## src/rtl/uart_ascii_rx.sv

```systemverilog
// uart_ascii_rx: UART 8N1 receiver delivering one byte strobe per frame to the display.
// Define UART_RX_PARITY_EN for an 8E1 frame with even-parity checking.
module uart_ascii_rx #(
   parameter int p_clk_freq = 25_000_000,
   parameter int p_baud = 115_200
) (
   input  logic       clk,
   input  logic       rst,
   input  logic       rx,
   output logic [7:0] ascii,
   output logic       ascii_val,
   output logic       busy,
   output logic       frame_err,
   output logic       parity_err
);
   localparam int BIT = p_clk_freq / p_baud;
   localparam int HALF = BIT / 2;
   localparam int CW = $clog2(BIT);
   localparam logic [CW-1:0] BIT_M1 = CW'(BIT - 1);
   localparam logic [CW-1:0] HALF_M1 = CW'(HALF - 1);
   generate
      if (BIT < 4) begin : g_bit_chk
         $error("uart_ascii_rx: p_clk_freq / p_baud must be at least 4");
      end
   endgenerate
   typedef enum logic [2:0] {
      IDLE, START, DATA, STOP
`ifdef UART_RX_PARITY_EN
      , PARITY
`endif
   } state_t;
`ifdef UART_RX_PARITY_EN
   localparam state_t AFTER_DATA = PARITY;
`else
   localparam state_t AFTER_DATA = STOP;
`endif
   state_t state, nstate;
   logic rx_m, rx_s, armed, sample, half, stop_done, par_bad, deliver;
   logic [CW-1:0] cnt;
   logic [2:0] bit_idx;
   logic [7:0] shreg;
`ifdef UART_RX_PARITY_EN
   logic par;
`endif
   always_ff @(posedge clk)
      if (!rst) state <= IDLE;
      else state <= nstate;
   always_comb
      nstate = state == IDLE  ? (armed && !rx_s ? START : IDLE)
             : state == START ? (!half ? START : rx_s ? IDLE : DATA)
             : state == DATA  ? (sample && bit_idx == 3'd7 ? AFTER_DATA : DATA)
`ifdef UART_RX_PARITY_EN
             : state == PARITY ? (sample ? STOP : PARITY)
`endif
             : sample ? IDLE : STOP;
   always_comb begin
      sample = cnt == BIT_M1;
      half = cnt == HALF_M1;
      stop_done = state == STOP && sample;
`ifdef UART_RX_PARITY_EN
      par_bad = ^{shreg, par};
`else
      par_bad = 1'b0;
`endif
      deliver = stop_done && rx_s && !par_bad;
      busy = state != IDLE;
   end
   always_ff @(posedge clk)
      if (!rst) begin
         rx_m <= 1'b1;
         rx_s <= 1'b1;
         armed <= 1'b0;
         cnt <= '0;
         bit_idx <= 3'd0;
         shreg <= 8'h00;
         ascii <= 8'h00;
         ascii_val <= 1'b0;
         frame_err <= 1'b0;
         parity_err <= 1'b0;
`ifdef UART_RX_PARITY_EN
         par <= 1'b0;
`endif
      end else begin
         rx_m <= rx;
         rx_s <= rx_m;
         // a low stop bit disarms until the line has been seen idle again
         armed <= stop_done && !rx_s ? 1'b0 : state == IDLE && rx_s ? 1'b1 : armed;
         cnt <= state == IDLE || state != nstate || (state == DATA && sample) ? '0 : cnt + 1'b1;
         bit_idx <= state == DATA ? bit_idx + {2'b00, sample} : 3'd0;
         if (state == DATA && sample) shreg <= {rx_s, shreg[7:1]};
`ifdef UART_RX_PARITY_EN
         if (state == PARITY && sample) par <= rx_s;
`endif
         ascii_val <= deliver;
         frame_err <= stop_done && !rx_s;
         parity_err <= stop_done && par_bad;
         if (deliver) ascii <= shreg;
      end
endmodule
```

## config.mk

```make
export PLATFORM = sky130hd
export DESIGN_NAME = uart_ascii_rx
export DESIGN_NICKNAME = d
export VERILOG_FILES = /design/src/rtl/uart_ascii_rx.sv
export SDC_FILE = /design/constraint.sdc
export NUM_CORES = 1
export LEC_CHECK = 0
export BUFFER_PORTS_ARGS = -buffer_cell sky130_fd_sc_hd__buf_2
export CORE_MARGIN = 1
export CORE_UTILIZATION = 35
export DETAILED_ROUTE_END_ITERATION = 12
export HOLD_SLACK_MARGIN = 0.02
export SYNTH_ARGS = -nofsm -noshare
export SYNTH_HDL_FRONTEND = slang
export SYNTH_SLANG_ARGS = --single-unit
```

## constraint.sdc

```tcl
create_clock -name clk -period 2.2 [get_ports clk]
set_input_delay 0.33 -clock clk [delete_from_list [all_inputs] [get_ports clk]]
set_output_delay 0.33 -clock clk [all_outputs]
set_load 0.02 [all_outputs]
```

==> results.md, run 1 <==
- Htree depth: 2
- Reg clk slew, reported paths: 0.07 ns
- Required time of the critical path: 2.39 ns
- Final wirelength: 3340 µm
- CP Launch Type: flip-flop
- Final worst slack: 0.437 ns
- Clk root buf: clkbuf_8
- EDFF count, synth: 0
- Vias: 1345
- Crit. End Element: flip-flop
- Yosys warning total: 0
- Hold Path Class: input port to flip-flop
- Most common cell in the synthesized netlist: dfxtp_1
- Cells after synthesis: 170
- Synth area leader: dfxtp_1
- Async SR Flop Fraction: 0
- Complex-gate fraction of the synthesized area: 0.236
- Antenna Nets Post-Route: 0
- Count of final setup violators: 0
- DIE HEIGHT: 68.8 µm
- Max Cap Viol: 0
- Avg WL per Cell: 14.5 µm
- Die ar.: 0.00473 mm²
- Max Clock Freq: 567 MHz
- # Post-CTS Setup Buffers: 0
- Unique cell type count in the Yosys netlist: 40
- Dpl ws: 0.441 ns
- Slew Viols, Final: 0
- TritonRoute pass-1 iters: 5
- Total Power: 1.20 mW
- Initial antenna violation count: 0
- TNS Setup: 0 ns
- P&R area growth vs syn: 13.1%
- Clock Skews: 0.00534 ns
- Top-level I/O count: 15
- Fillers: 417
- FP Rows: 23
- Pin count of the biggest net entering global routing: 21
- Pwr dens: 681 mW/mm²
- Core area: 0.00414 mm²
- Drt via density: 5.85
- CTS Hold Bufs: 0
- Tcrit/Tclk final: 0.801
- CP Max Fanout: 13
- Post-CTS Resized: 0
- Residual DRC: 0
- Main combinational cell family by area after synthesis: compound AO/OA/AOI/OAI gates
- Post-synthesis mux area share: 0
- Starting Density: 0.377
- Max clock buf depth: 2
- Arrival time worst endpoint: 1.95 ns
- CTS tree: done
- Share of the synthesized area in the top cell type: 0.436
- CTS Sinks: 34
- Avg Cell Area, Syn: 9.19 µm²
- WS Path Type: flip-flop to flip-flop
- Worst-Margin Slew: 0.664 ns
- Sequential element share of the synthesized area: 0.436
- Leak Pwr: 0.594 nW
- Top post-synthesis cells by count: dfxtp_1 (34), a21oi_1 (17), nand4_1 (17), o31ai_1 (17), clkbuf_1 (9)
- RD Place Congestion: 0.787
- RSZ-0062 raised after global routing: false
- DR iter-0 viols: 142
- Vias in the first global route: 1216
- Outcome: finished clean
- Layout Nets: 185
- First-pass GRT wire length: 5650 µm
- Syn nets: 176
- Fin crit period: 1.76 ns
- Final hold viol count: 0
- Main area contributors after synthesis: dfxtp_1 (44%), o31ai_1 (8.2%), nand4_1 (6.8%)
- Synth Register Bits: 34
- Adder-Cell Fraction of Synth Area: 0.0240
- Port Buf Inserts: 13
- Hold_ws: 0.223 ns
- CTS buffer count: 5
- Synth Flop Type: dfxtp_1
- Share of cells above drive strength 1: 0.167
- Synth Area in Simple Gates: 0.217
- Antenna cells: 0
- DIE WIDTH: 68.8 µm
- Clk_lat worst skew: 0.28 ns
- Gr usage total: 0.165
- Worst slew margin: 0.556
- DPL Wire Length: 2300 µm
- VDD IR-drop max: 0.000293 V
- Grt ovf: 0
- Post-synthesis xor/xnor area fraction: 0.0224
- Netlist Area Pre-Place: 0.00156 mm²
-- final cells by class --
class,instances,area [µm²],area share
sequential,34,681,0.386
clock buffer,5,68.8,0.0390
inverter,7,26.3,0.0149
timing repair buffer,18,103,0.0581
multi-input combinational,113,785,0.444
tap,50,62.6,0.0354
clock inverter,3,40.0,0.0227
-- state kept, by name (all words and copies together) (netlist names) --
signal	count
cnt	8
shreg	8
rx_m	1
rx_s	1
frame_err	1
armed	1
ascii_val	1
bit_idx	3
state	2
ascii	8
-- cells in the final DEF (no fill, tap or decap), types with 4 or more instances in the layout --
cell and count:
o31ai_1 17, o21ai_0 4, a211oi_1 5, dfxtp_1 34, clkbuf_8 5, nand3_1 5
buf_4 5, nand4_1 17, inv_1 7, buf_2 13, a21oi_1 17, nand2_1 5
-- where the power goes --
part | internal (mW) | switching (mW) | total, mW
registers | 0.619 | 0.00449 | 0.624
clock network | 0.333 | 0.221 | 0.554
logic | 0.00802 | 0.0158 | 0.0238
-- per-layer routing --
metal  track usage  share of wire
met1         0.227           0.50
met2         0.239           0.43
met3        0.0395          0.054
met4        0.0765          0.018
met5             0              0
-- worst paths after layout --
path	start	endpoint	slack, ns	cells after the start
setup / recovery	cnt[0]$_SDFF_PP0_	state[0]$_SDFF_PN0_	0.44	5
hold / removal	rx	rx_m$_SDFF_PN1_	0.22	2
setup reg to reg	cnt[0]$_SDFF_PP0_	state[0]$_SDFF_PN0_	0.44	5
hold reg to reg	rx_m$_SDFF_PN1_	rx_s$_SDFF_PN1_	0.41	1
-- cells by family (layout without fill, tap and decap cells) --
kind of cell,count (synthesis),in the layout
xor+xnor,4,4
buf+inv,23,33
compound gates,53,53
fa+ha+maj,3,3
simple gates,52,52
other cells,1,1
flops,34,34
-- through the flow --
step | util | instance area, µm² | instances
6_report | 0.426 | 1770 | 230
5_1_grt | 0.426 | 1770 | 230
4_1_cts | 0.426 | 1770 | 230
3_5_place_dp | 0.400 | 1660 | 222
3_3_place_gp | 0.400 | 1660 | 222
2_1_floorplan | - | 1560 | 170
-- critical path, cell delays in order (launching register included) --
cell and delay [ns]:
dfxtp_1 0.35, inv_1 0.07, ha_1 0.20, nand4b_4 0.23, or4_1 0.53, a311oi_1 0.28
No activity file was read; power rests on OpenSTA's default activity.
==> run 2: changes to the inputs <==
- ABC_AREA: default -> 1
- clock period: 2.2 -> 1.6 ns (I/O delays scaled with it)
==> run 2 against run 1 <==
Net effect:
- combinational power increased by 42%
- sequential share of layout area increased by 2.0 points
- highest routed layer unchanged
- final area decreased by 4.9%
- critical endpoint is now ascii[7]$_SDFFE_PN0P_
- die area decreased by 9.0%
==> results.md, run 2 <==
- EDFF count, synth: 0 (unchanged)
- Slew Viols, Final: 0 (unchanged)
- Clk root buf: clkbuf_8
- Clk_lat worst skew: 0.29 ns (about the same)
- DIE WIDTH: 65.6 µm (-4.6%)
- Hold_ws: 0.143 ns (-0.0800 ns)
- Gr usage total: 0.139 (-0.0259)
- P&R area growth vs syn: 18.4%
- Port Buf Inserts: 13 (unchanged)
- Htree depth: 2 (unchanged)
- R2R cell count: 10 (+5)
- Layout Nets: 208 (+12%)
- VDD IR-drop max: 0.000505 V (+72%)
- Worst-Margin Slew: 0.681 ns (+0.0169 ns)
- Adder-Cell Fraction of Synth Area: 0.0265 (+0.00244)
- Reg clk slew, reported paths: 0.07 ns (about the same)
- RD Place Congestion: 0.777 (-1.2%)
- Antenna cells: 0 (unchanged)
- CP Launch Type: flip-flop
- Top Registers: ascii (8), cnt (8), shreg (8)
- Starting Density: 0.376 (-0.000899)
- Antenna Nets Post-Route: 0 (unchanged)
- CTS tree: done
- Count of final setup violators: 0 (unchanged)
- Fin util: 0.445 (+0.0192)
- Worst slew margin: 0.546 (-0.0109)
- DR iter-0 viols: 63 (-56%)
- WHS Endpoint: rx_m$_SDFF_PN1_
- Top-level I/O count: 15 (unchanged)
- DIE HEIGHT: 65.6 µm (-4.6%)
- Most common cell in the synthesized netlist: nand2_1
- Unique cell type count in the Yosys netlist: 24 (-40%)
- Leak Pwr: 0.639 nW (+7.5%)
- Share of cells above drive strength 1: 0.202 (+0.0353)
- Final wirelength: 2550 µm (-24%)
- Tcrit/Tclk final: 0.914 (+0.112)
- Vias in the first global route: 1052 (-13%)
- Cells after synthesis: 181 (+6.5%)
- Max Clock Freq: 684 MHz (+21%)
- Synth Area in Simple Gates: 0.303 (+0.0856)
- Critical Path Most Common Cell: nand2_1
- Core area: 0.00377 mm² (-9.0%)
- Vias: 1122 (-17%)
- Synth area leader: dfxtp_1
- Main combinational cell family by area after synthesis: simple AND/OR/NAND/NOR gates
- Reg-to-reg endpoint: ascii[7]$_SDFFE_PN0P_
- Setup slack, reg-to-reg: 0.14 ns (-0.30 ns)
- Avg WL per Cell: 10.1 µm (-30%)
- TNS Setup: 0 ns (unchanged)
- Drt via density: 4.47 (-24%)
- Hold path start: rx
- Complex-gate fraction of the synthesized area: 0.0706 (-0.166)
- CTS buffer count: 5 (unchanged)
- Sequential element share of the synthesized area: 0.480 (+0.0442)
- Residual DRC: 0 (unchanged)
- Outcome: finished clean
- Grt ovf: 0 (unchanged)
- CP Cell Sequence: inv_1, ha_1, nand2_1, nor2_4, nand2_1, inv_2, nand4_4, buf_4, nand2_1, a21oi_1
- R2r startpoint: cnt[0]$_SDFF_PP0_
- Synth Flop Type: dfxtp_1
- Netlist Area Pre-Place: 0.00142 mm² (-9.2%)
- Main area contributors after synthesis: dfxtp_1 (48%), nand2_1 (11%), a21oi_1 (6.7%)
- Pwr dens: 997 mW/mm² (+46%)
- Most common cell after layout, fill and taps aside: nand2_1
- Fin crit period: 1.46 ns (-0.301 ns)
- FP Rows: 22 (-4.3%)
- Pin count of the biggest net entering global routing: 23 (+9.5%)
- Avg Cell Area, Syn: 7.83 µm² (-15%)
- Share of the synthesized area in the top cell type: 0.480 (+0.0442)
- Yosys warning total: 0 (unchanged)
- Async SR Flop Fraction: 0 (unchanged)
- DP Area: 0.00154 mm² (-6.9%)
- CTS Sinks: 34 (unchanged)
- Crit-path max cell delay: 0.33 ns (-0.20 ns)
- Crit. End Element: flip-flop
- Final hold viol count: 0 (unchanged)
- Syn nets: 187 (+6.3%)
- CTS Hold Bufs: 0 (unchanged)
- Clock Skews: 0.00990 ns (+0.00456 ns)
- Die ar.: 0.00431 mm² (-9.0%)
- Post-synthesis xor/xnor area fraction: 0.0432 (+0.0208)
- CP max stage cell: dfxtp_1
- Worst hold path cell count: 2 (unchanged)
- Post-synthesis mux area share: 0 (unchanged)
- RSZ-0062 raised after global routing: false
- Hold Path Class: input port to flip-flop
- DPL Wire Length: 1750 µm (-24%)
- TritonRoute pass-1 iters: 4 (-1)
- Fin area: 0.00168 mm² (-4.9%)
- Initial antenna violation count: 0 (unchanged)
- Family with the most delay on the worst path: simple AND/OR/NAND/NOR gates
- Max Cap Viol: 0 (unchanged)
- Max clock buf depth: 2 (unchanged)
- First-pass GRT wire length: 4460 µm (-21%)
- Top post-synthesis cells by count: nand2_1 (40), dfxtp_1 (34), a21oi_1 (19), nor2_1 (19), nand3_1 (16)
- WS Path Type: flip-flop to flip-flop
- Most frequent cells in the layout: nand2_1 (40), dfxtp_1 (34), nor2_1 (19), a21oi_1 (19), nand3_1 (16)
- Buf+Inv Stages, Crit Path: 3 (+2)
- CP Max Fanout: 5 (-8)
- Arrival time worst endpoint: 1.60 ns (-0.35 ns)
- Synth Register Bits: 34 (unchanged)
- Required time of the critical path: 1.74 ns (-0.65 ns)
run 2: cell count changes in the layout (fill, tap and decap cells not counted), sizes merged, moves of 5 or more:
cell / delta
nand2: +37
nor2: +22
o31ai: -17
nand4: -15
nand3: +12
inv: +11
a211oi: -5
run 2: what timing repair did:
item | 4_1_cts | 5_1_grt
endpoints found under the setup margin | 0 | 10
buffers inserted | 0 | 2
gates resized for setup | 0 | 2
hold endpoints to repair | 0 | 0
run 2: final cells by class:
class                           instances  area, µm²
Multi-Input combinational cell        123        637
Timing Repair Buffer                   20        118
Tap cell                               48       60.1
Inverter                               18       70.1
Clock buffer                            5       68.8
Clock inverter                          3       45.0
Fill cell                             371       2090
Sequential cell                        34        681
run 2: worst max path at each step:
stage | startpoint | end | slack [ns] | cells after the start
after floorplan | cnt[0]$_SDFF_PP0_ | armed$_SDFFE_PP0P_ | 0.18 | 10
after global placement | cnt[0]$_SDFF_PP0_ | ascii[5]$_SDFFE_PN0P_ | 0.07 | 10
after detailed placement | cnt[0]$_SDFF_PP0_ | ascii[7]$_SDFFE_PN0P_ | 0.04 | 10
after CTS | cnt[0]$_SDFF_PP0_ | ascii[7]$_SDFFE_PN0P_ | 0.02 | 10
after global routing | cnt[0]$_SDFF_PP0_ | ascii[5]$_SDFFE_PN0P_ | 0.009 | 10
final | cnt[0]$_SDFF_PP0_ | ascii[7]$_SDFFE_PN0P_ | 0.14 | 10
run 2: report_power, final:
| group | leakage (nW) | switching (mW) | total (mW) | internal, mW |
|---|---|---|---|---|
| clock network | 0.0504 | 0.321 | 0.784 | 0.463 |
| registers | 0.275 | 0.00480 | 0.856 | 0.851 |
| logic | 0.314 | 0.0239 | 0.0339 | 0.0100 |
run 2: worst register-to-register path: stages (launching register included):
cell     delay, ns
dfxtp_1       0.33
inv_1         0.06
ha_1          0.13
nand2_1       0.08
nor2_4        0.13
nand2_1       0.10
inv_2         0.09
nand4_4       0.10
buf_4         0.19
nand2_1       0.05
a21oi_1       0.06
run 2: cells by family after synthesis:
family	Yosys count
xor gates and xnor gates	7
DFF	34
AOI/OAI and AO/OA	20
other	1
and+or+nand+nor	92
buffers and inverters	24
adders and majority gates	3
run 2: routing by layer:
layer | vias up | share of wire | wire length (µm) | global-route usage
li1 | 611 | - | - | -
met1 | 490 | 0.54 | 1370 | 0.171
met2 | 16 | 0.40 | 1030 | 0.205
met3 | 5 | 0.041 | 104 | 0.0590
met4 | 0 | 0.016 | 41 | 0.0652
met5 | - | 0 | 0 | 0
run 2: through the flow:
stage / setup WS [ns] / cells / power, mW
after global placement: 0.0668 / 241 / 0.909
after floorplan: 0.179 / 181 / 0.901
after detailed placement: 0.0376 / 241 / 0.909
final: 0.138 / 251 / 1.67
after global routing: 0.00876 / 251 / 1.74
after CTS: 0.0208 / 249 / 1.70
==> run 3: changes to the inputs <==
- BUFFER_PORTS_ARGS: -buffer_cell sky130_fd_sc_hd__buf_2 -> -buffer_cell sky130_fd_sc_hd__buf_4
- CORE_UTILIZATION: 35 -> 51
- GPL_TIMING_DRIVEN: default -> 0
- PLACE_DENSITY: default -> 0.73
==> run 3 against run 2 <==
Net effect:
- setup slack lost 0.058 ns
- global-route usage grew 6.8 points
- clock skew grew 0.0025 ns
==> results.md, run 3 (synthesis results as in run 2) <==
- Outcome: finished clean
- Final wirelength: 2750 µm (+8.0%)
- RD Place Congestion: 0.800 (+2.9%)
- Max clock buf depth: 2 (unchanged)
- Tcrit/Tclk final: 0.950 (+0.0366)
- Antenna Nets Post-Route: 0 (unchanged)
- CTS tree: done
- CP Max Fanout: 8 (+3)
- Count of final setup violators: 0 (unchanged)
- CTS Hold Bufs: 0 (unchanged)
- Vias in the first global route: 1097 (+4.3%)
- Grt ovf: 0 (unchanged)
- Clk_lat worst skew: 0.34 ns (+0.05 ns)
- Avg WL per Cell: 11.6 µm (+15%)
- Final worst slack: 0.0798 ns (-0.0585 ns)
- Fin crit period: 1.52 ns (+0.0585 ns)
- Required time of the critical path: 1.83 ns (+0.09 ns)
- TNS Setup: 0 ns (unchanged)
- Initial antenna violation count: 0 (unchanged)
- Pin count of the biggest net entering global routing: 11 (-52%)
- Port Buf Inserts: 13 (unchanged)
- VDD IR-drop max: 0.000733 V (+45%)
- Placed Cells: 224 (-7.1%)
- TritonRoute pass-1 iters: 4 (unchanged)
- DIE HEIGHT: 54.7 µm (-17%)
- CTS buffer count: 5 (unchanged)
- Hold path start: rx
- Most frequent cells in the layout: nand2_1 (37), dfxtp_1 (31), a21oi_1 (19)
- Max Cap Viol: 0 (unchanged)
- Hold Path Class: input port to flip-flop
- Dpl ws: -0.0183 ns (-0.0559 ns)
- CP Launch Type: flip-flop
- Slew Viols, Final: 0 (unchanged)
- Reg clk slew, reported paths: 0.10 ns (+0.03 ns)
- Arrival time worst endpoint: 1.75 ns (+0.15 ns)
- Top-level I/O count: 15 (unchanged)
- Final hold viol count: 0 (unchanged)
- Top Registers: ascii (8), cnt (8), shreg (8)
- Hold_ws: 0.0855 ns (-0.0572 ns)
- Max Clock Freq: 658 MHz (-3.8%)
- Sw frac: 0.199 (-0.0104)
- Reg power frac: 0.557 (+0.046)
- Layout Nets: 212 (+1.9%)
- Drt via density: 5.08 (+14%)
- Antenna cells: 0 (unchanged)
- Sw power: 0.305 mW (-13%)
- Starting Density: 0.557 (+0.181)
- First-pass GRT wire length: 4320 µm (-3.2%)
- P_int: 1.23 mW (-7.0%)
- Clock Skews: 0.0124 ns (+0.00254 ns)
- Total Power: 1.54 mW (-8.2%)
- Core area: 0.00254 mm² (-33%)
- Crit. End Element: flip-flop
- Gr usage total: 0.206 (+0.0676)
- Clock group share of total power: 0.415 (-0.053)
- R2r startpoint: cnt[0]$_SDFF_PP0_
- Leak Pwr: 0.651 nW (+1.9%)
- Pwr dens: 881 mW/mm² (-12%)
- Clk root buf: clkbuf_4
- CTS Sinks: 34 (unchanged)
- Residual DRC: 0 (unchanged)
- Setup crit start: cnt[0]$_SDFF_PP0_
- Htree depth: 2 (unchanged)
- Comb pwr share: 0.028 (+0.008)
- Non-filler cells, final: 236 (-6.0%)
- Share of cells above drive strength 1: 0.262 (+0.0602)
- FP Rows: 18 (-18%)
- DPL Wire Length: 1860 µm (+6.8%)
- P&R area growth vs syn: 23.1%
- Most common cell after layout, fill and taps aside: nand2_1
- Die ar.: 0.00299 mm² (-31%)
- DR iter-0 viols: 19 (-70%)
- Vias: 1200 (+7.0%)
- WS Path Type: flip-flop to flip-flop
- DIE WIDTH: 54.7 µm (-17%)
run 3: cell types whose count changed in the layout (fill, tap and decap cells not counted), moves of 3 or more:
cell      change
buf_2        -13
buf_4        +10
buf_6         +3
clkbuf_1      +3
clkbuf_4      +5
clkbuf_8      -4
dfxtp_1       -3
dfxtp_2       +3
nand2_1       -3
nand2_2       +3
run 3: area by class of cell:
| cell class | count | area (µm²) |
|---|---|---|
| Fill cell | 211 | 800 |
| Sequential cell | 34 | 684 |
| Multi-Input combinational cell | 123 | 679 |
| Timing Repair Buffer | 18 | 151 |
| Inverter | 18 | 70.1 |
| Clock buffer | 6 | 51.3 |
| Buffer | 6 | 41.3 |
| Tap cell | 30 | 37.5 |
| Clock inverter | 1 | 30.0 |
run 3: path summary, 6_finish.rpt:
kind | end | slack (ns) | cells after the start
max | cnt[6]$_SDFF_PP0_ | 0.08 | 12
min reg2reg | rx_s$_SDFF_PN1_ | 0.43 | 1
max reg2reg | cnt[6]$_SDFF_PP0_ | 0.08 | 12
min | rx_m$_SDFF_PN1_ | 0.09 | 2
run 3: per-layer routing:
| metal | vias to the layer above | track usage | share of wire |
|---|---|---|---|
| met2 | 21 | 0.349 | 0.49 |
| met3 | 4 | 0.0611 | 0.033 |
| li1 | 622 | - | - |
| met5 | - | 0 | 0 |
| met4 | 0 | 0.111 | 0.014 |
| met1 | 553 | 0.228 | 0.47 |
run 3: power by group through the flow:
stage	sequential (mW)	clock (mW)	combinational, mW
detailed placement	0.875	0	0.0382
global route	0.857	0.681	0.0479
finish	0.856	0.637	0.0437
CTS	0.856	0.651	0.0392
floorplan	0.874	0	0.0268
global placement	0.875	0	0.0380
run 3: what timing repair did:
item                                    CTS  global route
gates resized for setup                   3            17
endpoints found under the setup margin    9            20
buffers inserted                          0             5
pin swaps                                 0             7
run 3: through the flow:
step / instance area [µm²] / util
final: 1750 / 0.686
after global routing: 1750 / 0.686
after CTS: 1640 / 0.645
after detailed placement: 1550 / 0.610
after global placement: 1550 / 0.610
after floorplan: 1420 / -
run 3: critical path: stages (launching register included):
cell and delay (ns):
dfxtp_2 0.35, inv_2 0.07, ha_4 0.12, nand2_2 0.06, nor2_4 0.19, buf_6 0.13, nand3_2 0.05, nand2_1 0.07
nand2_1 0.06, nand2_2 0.08, nand2_2 0.06, nand2_4 0.13, nor2_1 0.06
